===== src/rtl/pkg_ili9341.sv =====
// Shared ILI9341 display-link constants and types.
// Used by the SPI responder and its pin synchronizer.
package pkg_ili9341;

    localparam logic [7:0] CMD_RDDID         = 8'h04;
    localparam int         SPI_BITS_PER_BYTE = 8;
    localparam int         RDDID_BITS        = 24;

    typedef enum logic [1:0] {
        ST_IDLE,
        ST_SHIFT,
        ST_DUMMY,
        ST_READ
    } resp_state_e;

endpackage


===== src/rtl/spi_pin_sync.sv =====
// Multi-stage pin synchronizer with registered-copy edge detect.
// RST_VAL lets idle-high pins such as chip select come up inactive.
module spi_pin_sync #(
    parameter int   STAGES  = 2,
    parameter logic RST_VAL = 1'b0
) (
    input  logic clk,
    input  logic rst,
    input  logic pin_i,
    output logic lvl_o,
    output logic rise_o,
    output logic fall_o
);

    logic [STAGES-1:0] sync_q;
    logic              dly_q;

    always_ff @(posedge clk or negedge rst) begin
        if (!rst) begin
            sync_q <= {STAGES{RST_VAL}};
            dly_q  <= RST_VAL;
        end else begin
            sync_q <= {sync_q[STAGES-2:0], pin_i};
            dly_q  <= sync_q[STAGES-1];
        end
    end

    assign lvl_o  = sync_q[STAGES-1];
    assign rise_o = lvl_o & ~dly_q;
    assign fall_o = ~lvl_o & dly_q;

endmodule


===== src/rtl/ili_spi_responder.sv =====
// ILI9341-side SPI mode-0 slave: byte capture, cmd/param tracking, RDDID reply.
// Define ILI_SPI_RESP_READ_EN to build the RDDID read-back path.
module ili_spi_responder
    import pkg_ili9341::*;
#(
    parameter int          SYNC_STAGES = 2,
    parameter logic [23:0] DISP_ID     = 24'h00_93_41
) (
    input  logic       clk,
    input  logic       rst,
    input  logic       i_sclk,
    input  logic       i_cs,
    input  logic       i_dc,
    input  logic       i_mosi,
    output logic       o_miso,
    output logic [7:0] o_byte,
    output logic       o_byte_dc,
    output logic       o_byte_valid,
    output logic [7:0] o_cmd,
    output logic [7:0] o_param_idx,
    output logic       o_busy
);

    logic sclk_lvl, sclk_rise, sclk_fall;
    logic cs_lvl, cs_rise, cs_fall;
    logic dc_lvl, dc_rise, dc_fall;
    logic mosi_lvl, mosi_rise, mosi_fall;

    spi_pin_sync #(.STAGES(SYNC_STAGES), .RST_VAL(1'b0)) u_sync_sclk (
        .clk(clk), .rst(rst), .pin_i(i_sclk),
        .lvl_o(sclk_lvl), .rise_o(sclk_rise), .fall_o(sclk_fall)
    );
    spi_pin_sync #(.STAGES(SYNC_STAGES), .RST_VAL(1'b1)) u_sync_cs (
        .clk(clk), .rst(rst), .pin_i(i_cs),
        .lvl_o(cs_lvl), .rise_o(cs_rise), .fall_o(cs_fall)
    );
    spi_pin_sync #(.STAGES(SYNC_STAGES), .RST_VAL(1'b0)) u_sync_dc (
        .clk(clk), .rst(rst), .pin_i(i_dc),
        .lvl_o(dc_lvl), .rise_o(dc_rise), .fall_o(dc_fall)
    );
    spi_pin_sync #(.STAGES(SYNC_STAGES), .RST_VAL(1'b0)) u_sync_mosi (
        .clk(clk), .rst(rst), .pin_i(i_mosi),
        .lvl_o(mosi_lvl), .rise_o(mosi_rise), .fall_o(mosi_fall)
    );

    logic unused_edges;
    assign unused_edges = ^{sclk_lvl, dc_rise, dc_fall, mosi_rise, mosi_fall};

    resp_state_e state_q, state_d;
    logic [2:0]  bit_cnt_q, bit_cnt_d;
    logic [6:0]  sh_q, sh_d;
    logic [7:0]  byte_q, byte_d;
    logic        byte_dc_q, byte_dc_d;
    logic        valid_q, valid_d;
    logic [7:0]  cmd_q, cmd_d;
    logic [7:0]  pidx_q, pidx_d;

    logic [7:0]  byte_in;
    logic        last_bit;
    logic        byte_done;

    assign byte_in   = {sh_q, mosi_lvl};
    assign last_bit  = bit_cnt_q == 3'(SPI_BITS_PER_BYTE - 1);
    assign byte_done = (state_q == ST_SHIFT) && sclk_rise && last_bit;

`ifdef ILI_SPI_RESP_READ_EN
    logic        dummy_rise_q, dummy_rise_d;
    logic [4:0]  rd_cnt_q, rd_cnt_d;
    logic [22:0] id_q, id_d;
    logic        miso_q, miso_d;
    logic        rddid_hit;
    logic        rd_last;

    assign rddid_hit = byte_done && !dc_lvl && (byte_in == CMD_RDDID);
    assign rd_last   = rd_cnt_q == 5'(RDDID_BITS - 1);
`else
    logic unused_id;
    assign unused_id = ^DISP_ID;
`endif

    always_ff @(posedge clk or negedge rst) begin
        if (!rst) state_q <= ST_IDLE;
        else      state_q <= state_d;
    end

    always_comb begin
        state_d = state_q;
        if (cs_rise) begin
            state_d = ST_IDLE;
        end else begin
            unique case (state_q)
                ST_IDLE: begin
                    if (cs_fall) state_d = ST_SHIFT;
                end
                ST_SHIFT: begin
`ifdef ILI_SPI_RESP_READ_EN
                    if (rddid_hit) state_d = ST_DUMMY;
`endif
                end
`ifdef ILI_SPI_RESP_READ_EN
                ST_DUMMY: begin
                    if (sclk_fall && dummy_rise_q) state_d = ST_READ;
                end
                ST_READ: begin
                    if (sclk_rise && rd_last) state_d = ST_SHIFT;
                end
`endif
                default: state_d = ST_IDLE;
            endcase
        end
    end

    always_comb begin
        bit_cnt_d = bit_cnt_q;
        sh_d      = sh_q;
        byte_d    = byte_q;
        byte_dc_d = byte_dc_q;
        valid_d   = 1'b0;
        cmd_d     = cmd_q;
        pidx_d    = pidx_q;
        if (cs_rise) begin
            bit_cnt_d = '0;
            sh_d      = '0;
        end else if (state_q == ST_IDLE) begin
            bit_cnt_d = '0;
        end else if (state_q == ST_SHIFT && sclk_rise) begin
            sh_d      = byte_in[6:0];
            bit_cnt_d = bit_cnt_q + 3'd1;
            if (last_bit) begin
                byte_d    = byte_in;
                byte_dc_d = dc_lvl;
                valid_d   = 1'b1;
                if (!dc_lvl) begin
                    cmd_d  = byte_in;
                    pidx_d = '0;
                end else if (pidx_q != 8'hFF) begin
                    pidx_d = pidx_q + 8'd1;
                end
            end
`ifdef ILI_SPI_RESP_READ_EN
        end else if (state_q == ST_READ && sclk_rise && rd_last) begin
            bit_cnt_d = '0;
`endif
        end
    end

    always_ff @(posedge clk or negedge rst) begin
        if (!rst) begin
            bit_cnt_q <= '0;
            sh_q      <= '0;
            byte_q    <= '0;
            byte_dc_q <= 1'b0;
            valid_q   <= 1'b0;
            cmd_q     <= '0;
            pidx_q    <= '0;
        end else begin
            bit_cnt_q <= bit_cnt_d;
            sh_q      <= sh_d;
            byte_q    <= byte_d;
            byte_dc_q <= byte_dc_d;
            valid_q   <= valid_d;
            cmd_q     <= cmd_d;
            pidx_q    <= pidx_d;
        end
    end

`ifdef ILI_SPI_RESP_READ_EN
    // The falling edge that ends the RDDID byte itself must not start the ID.
    always_comb begin
        dummy_rise_d = dummy_rise_q;
        rd_cnt_d     = rd_cnt_q;
        id_d         = id_q;
        miso_d       = miso_q;
        if (cs_rise) begin
            dummy_rise_d = 1'b0;
            miso_d       = 1'b0;
        end else begin
            unique case (state_q)
                ST_SHIFT: dummy_rise_d = 1'b0;
                ST_DUMMY: begin
                    if (sclk_rise) dummy_rise_d = 1'b1;
                    if (sclk_fall && dummy_rise_q) begin
                        miso_d   = DISP_ID[23];
                        id_d     = DISP_ID[22:0];
                        rd_cnt_d = '0;
                    end
                end
                ST_READ: begin
                    if (sclk_fall) begin
                        miso_d = id_q[22];
                        id_d   = {id_q[21:0], 1'b0};
                    end
                    if (sclk_rise) begin
                        rd_cnt_d = rd_cnt_q + 5'd1;
                        if (rd_last) miso_d = 1'b0;
                    end
                end
                default: ;
            endcase
        end
    end

    always_ff @(posedge clk or negedge rst) begin
        if (!rst) begin
            dummy_rise_q <= 1'b0;
            rd_cnt_q     <= '0;
            id_q         <= '0;
            miso_q       <= 1'b0;
        end else begin
            dummy_rise_q <= dummy_rise_d;
            rd_cnt_q     <= rd_cnt_d;
            id_q         <= id_d;
            miso_q       <= miso_d;
        end
    end
`endif

    always_comb begin
        o_byte       = byte_q;
        o_byte_dc    = byte_dc_q;
        o_byte_valid = valid_q;
        o_cmd        = cmd_q;
        o_param_idx  = pidx_q;
        o_busy       = ~cs_lvl;
`ifdef ILI_SPI_RESP_READ_EN
        o_miso       = miso_q;
`else
        o_miso       = 1'b0;
`endif
    end

endmodule

===== config.mk =====
export PLATFORM = sky130hd
export DESIGN_NAME = ili_spi_responder
export DESIGN_NICKNAME = d
export VERILOG_FILES = /design/src/rtl/pkg_ili9341.sv /design/src/rtl/spi_pin_sync.sv /design/src/rtl/ili_spi_responder.sv
export SDC_FILE = /design/constraint.sdc
export NUM_CORES = 1
export LEC_CHECK = 0
export CAP_MARGIN = 25
export CORE_MARGIN = 8
export CORE_UTILIZATION = 55
export DETAILED_ROUTE_END_ITERATION = 12
export PLACE_DENSITY = 0.87
export SLEW_MARGIN = 5
export SYNTH_ARGS = -nofsm -noshare
export SYNTH_HDL_FRONTEND = slang
export SYNTH_SLANG_ARGS = --single-unit

===== constraint.sdc =====
create_clock -name clk -period 4.3 [get_ports clk]
set_input_delay 0.86 -clock clk [delete_from_list [all_inputs] [get_ports clk]]
set_output_delay 0.86 -clock clk [all_outputs]
set_load 0.02 [all_outputs]

-- Word level (Yosys, flattened, before mapping)
Cells that the tools add are included.
- mux-type cells: 15
- add/sub/neg operators: 2
- bitwise operators: 9
- equality and inequality tests: 7
- reduce and logical (&&, ||, !) cells: 9
- operator list (kind ; number):
    $mux W7 ; 3
    $mux W8 ; 2
    $reduce_and A5 Y1 ; 2
    $mux W3 ; 3
    $add A8 B1 Y8 const B ; 1
    $ne A8 B8 Y1 const B ; 1
    $ne A2 B2 Y1 const B ; 3
    $not A1 Y1 ; 6
    $mux W1 ; 4
    $mux W2 ; 2
    $pmux W2 S2 ; 1
    $reduce_and A2 Y1 ; 2
    $reduce_and A4 Y1 ; 1
    $add A3 B1 Y3 const B ; 1
    $and A1 B1 Y1 ; 3
    $eq A3 B3 Y1 const B ; 1
    $ne A3 B3 Y1 const B ; 1
    $reduce_bool A3 Y1 ; 1
    $eq A2 B1 Y1 const B ; 1
    $logic_not A2 Y1 ; 1
    $reduce_bool A2 Y1 ; 1
    $logic_and A1 B1 Y1 ; 1
- output and inout bits: 28
- flip-flop bits (word level): 48
- logic and storage cells: 56

-- Logic depth before layout (Yosys ltp)
- word-level depth: 6
- gate-level depth with buffers: 8

-- Hierarchy
A second synthesis with hierarchy kept.
- cell total of the unflattened synthesis: 175
- area, all modules: 2013.2 µm²
- modules (own cells, without submodules) (module ; instances ; cells each ; area an instance (µm²)):
    ili_spi_responder ; 1 ; 155 ; 1649.1
    spi_pin_sync at u_sync_dc ... ; 3 ; 5 ; 90.1
    spi_pin_sync at u_sync_cs ; 1 ; 5 ; 93.8

-- Worst setup path before layout
Ideal clock, no wire load.
- path type: register -> register
- start: register pidx_q[0] (netlist: o_param_idx[0])
- end: register pidx_q[7] (netlist: o_param_idx[7])
- buffers on the path: 0
- period minus slack after synthesis: 1.891 ns
- arrival time: 1.814 ns
- setup slack: 2.409 ns
- cell stages (with the launch flop): 6
- path through: dfrtp_1 ha_1 and4_1 a211o_1 or4_1 a21oi_1
- word-level cells in the longest chain between the ends: 3
- elaborated cells between the ends (all ways): 6
- RTL lines (what ; RTL line ; source):
    start, declared ; ili_spi_responder.sv:56 ; logic [7:0] pidx_q, pidx_d;
    start signal, assigned ; ili_spi_responder.sv:163 ; pidx_q <= pidx_d;
    $add A8 B1 Y8 or $ne A8 B8 Y1 (tied branches) ; ili_spi_responder.sv:137, ili_spi_responder.sv:136 ;
    $mux W8 or $ne A2 B2 Y1 (tied branches) ; n/a ;
    $mux W8 or $reduce_and A5 Y1 (tied branches) ; n/a ;
Several ways; a longest one is shown, not always the timed one. The select of a mux whose other input is x is not followed.
A chain may end at the register's enable or synchronous reset.

-- Final worst setup path
- start: register u_sync_cs.sync_q[1]
- end: output port o_busy
- word-level cells in the longest chain between the ends: 1
- RTL lines (what ; RTL line ; source):
    start, declared ; spi_pin_sync.sv:15 ; logic [STAGES-1:0] sync_q;
    start signal, assigned ; spi_pin_sync.sv:20 ; sync_q <= {STAGES{RST_VAL}};
    start signal, assigned ; spi_pin_sync.sv:23 ; sync_q <= {sync_q[STAGES-2:0], pin_i};
    $not A1 Y1 ; ili_spi_responder.sv:224 ; o_busy = ~cs_lvl;
    end, declared ; ili_spi_responder.sv:21 ; output logic o_busy
No other way between the ends.

==> key figures <==
Detailed routing
  • DRT Pass-1 Iters: 4
  • Drt drc: 0
  • Vias: 1282
  • Highest routed metal layer: met4
  • Wire length on met1: 1.44 mm
  • Wire length per cell: 15.6 um
  • DRT Wirelength: 3.64 mm
  • Starting DRC count in detailed routing: 122
  • Total length of routed met2 wires: 1.89 mm
  • Met3 Wirelength: 232 um
  • DRT antenna net count: 0
  • Vias per Instance: 5.50

Critical path
  • Crit Path Max Fanout: 3
  • Worst setup EP type: primary output
  • Kind of critical path: reg2out
  • Critical path required time: 3.44 ns
  • Setup crit start kind: flop
  • Critical path arrival: 1.50 ns

Finish
  • Area growth, synth to finish: 22.4%
  • Antenna diodes: 0
  • Nets@finish: 196
  • Post-route design area: 2300 um2
  • Commonest non-fill, non-tap cells in the layout: 44 x dfrtp_1, 31 x clkdlybuf4s50_1, 16 x mux2_2
  • Layout cells sized above 1: 15.5%
  • Most common cell after layout, fill and taps aside: dfrtp_1
  • Final core utilization: 69.4%

Logic synthesis
  • Biggest area consumer among synthesized cells: dfrtp_1
  • Syn Area/Cell: 12.4 um2
  • Number of synthesized register bits: 47
  • Main synth FF type: dfrtp_1
  • Syn_nets: 162
  • Post-Synthesis Cells: 152
  • Post-synthesis cell type count: 30
  • Mapped Area: 1880 um2
  • Async SR Flop Fraction: 100%
  • YS warnings: 0
  • EDFF count, synth: 0
  • Dominant cells by area after synthesis: dfrtp_1 59%, mux2_2 9.6%, dfstp_2 4.2%
  • Yosys top cell area share: 58.6%
  • Sequential area share after synthesis: 62.8%

Pwr
  • Maximum vdd ir drop: 0.000165 V
  • Leak: 1.04 nW
  • Power Density: 300 nW/um2
  • Overall Power: 0.689 mW

Floorplanning
  • Die Y: 74.4 um
  • I/O Pins: 34
  • CORE AREA: 3310 um2
  • # rows: 21
  • Initial core utilization: 56.7%
  • Area of the die: 5540 um2
  • Die Wd: 74.4 um

STA
  • Worst-Margin Slew: 0.860 ns
  • Fin. max-slew vios: 0
  • Clock Skew: 0.00787 ns
  • Final min period: 2.36 ns
  • Setup ws final: 1.94 ns
  • Fmax: 0.424 GHz
  • Tcrit/Tclk final: 54.8%
  • Final setup vio count: 0
  • Rel. slew slack: 42.6%
  • RSZ-0062 raised after global routing: false
  • Fin Setup TNS: 0 ns
  • Fin. Hold Viols: 0

Placed design
  • Post-placement setup slack: 2.13 ns
  • Final HPWL from detailed placement: 2.58 mm
  • GP Congestion: 0.780
  • Placed cell area: 2220 um2
  • PortBufs: 32

Clocking
  • CTS tree: built
  • H-tree levels: 2
  • Max Buffers Root-to-Sink: 2
  • Cts bufs inserted: 5
  • Clk sinks: 47
  • Worst-Skew Late Latency: 0.35 ns
  • Cells resized by post-CTS repair: 0
  • Clock root cell: clkbuf_4
  • Hold_buf cts: 0
  • Setup bufs post-CTS: 0
  • Clock-pin slew on the worst setup and hold paths: 0.12 ns

Job
  • Max Cap Viol: 0

GRT
  • Largest net degree at the start of global routing: 48
  • Overflow after GRT: 0
  • Vias in the first global route: 1214
  • First-pass GRT wire length: 5.91 mm
  • GRT Total Usage: 14.5%
  • Initial antenna violation count: 0

Worst hold path
  • Worst Hold Class: reg2reg

Run status
  • Status: completed
==> power breakdown <==
part | leakage, nW | switching [mW] | internal (mW) | total [mW]
combinational | 0.386 | 0.0200 | 0.0136 | 0.0336
sequential | 0.626 | 0.00936 | 0.452 | 0.461
clock | 0.0293 | 0.130 | 0.0639 | 0.194
==> layout make-up <==
type	count	area (um2)
Sequential cell	47	1180
Inverter	8	30.0
Clock buffer	7	45.0
Clock inverter	1	5.00
Tap cell	46	57.6
Fill cell	248	1010
Timing Repair Buffer	33	343
Multi-Input combinational cell	91	638
==> critical path: stages (launching register included) <==
cell	delay [ns]
dfstp_2	0.57
inv_1	0.05
clkdlybuf4s50_1	0.53
==> cell families after synthesis <==
kind of cell               after synthesis  synth area share (%)
adders and majority gates                4                  2.66
buffers and inverters                   14                  3.20
AOI/OAI and AO/OA                       25                  8.13
DFF                                     47                  62.8
xor gates and xnor gates                 1                 0.466
other                                    1                 0.200
muxes                                   18                  10.7
and+or+nand+nor                         42                  11.9
==> state kept, by name, indices dropped and copies added, names as in the netlist, 2 cells and up <==
register            count
u_sync_sclk.sync_q      2
o_byte                  8
u_sync_cs.sync_q        2
sh_q                    7
o_cmd                   8
o_param_idx             8
bit_cnt_q               3
u_sync_dc.sync_q        2
u_sync_mosi.sync_q      2
==> cells in the mapped netlist (2+ instances only) <==
| master | instances |
|---|---|
| a21oi_1 | 13 |
| and4_1 | 2 |
| buf_2 | 3 |
| dfrtp_1 | 44 |
| dfstp_2 | 3 |
| ha_1 | 4 |
| inv_1 | 8 |
| mux2_2 | 16 |
| mux2i_1 | 2 |
| nand2_1 | 15 |
| nand2b_1 | 2 |
| nand3_1 | 10 |
| nor2_1 | 4 |
| o21ai_0 | 5 |
| o31ai_1 | 3 |
| or3_1 | 2 |
| or4_1 | 3 |
==> through the flow <==
step                hold WS, ns  instances
global placement          0.333        224
CTS                       0.363        232
detailed placement        0.336        224
global route              0.371        233
finish                    0.362        233
floorplan                 0.331        152
==> worst paths after layout <==
path	start	endpoint	slack (ns)	cells past startpoint
setup / recovery	u_sync_cs.sync_q[1]	o_busy	1.94	2
hold / removal	u_sync_sclk.sync_q[0]	u_sync_sclk.sync_q[1]	0.36	0
setup reg to reg	u_sync_cs.dly_q	o_param_idx[5]	2.09	6
hold reg to reg	u_sync_sclk.sync_q[0]	u_sync_sclk.sync_q[1]	0.36	0
max in group asynchronous	rst	u_sync_cs.sync_q[0]	3.24	2
min in group asynchronous	rst	sh_q[4]	0.47	1
==> metal layers <==
metal	vias to the layer above	GRT usage, %
met5	-	0
met2	38	24.5
li1	602	-
met1	635	16.1
met3	7	3.91
met4	0	7.83
(Power assumes the default switching activity.)
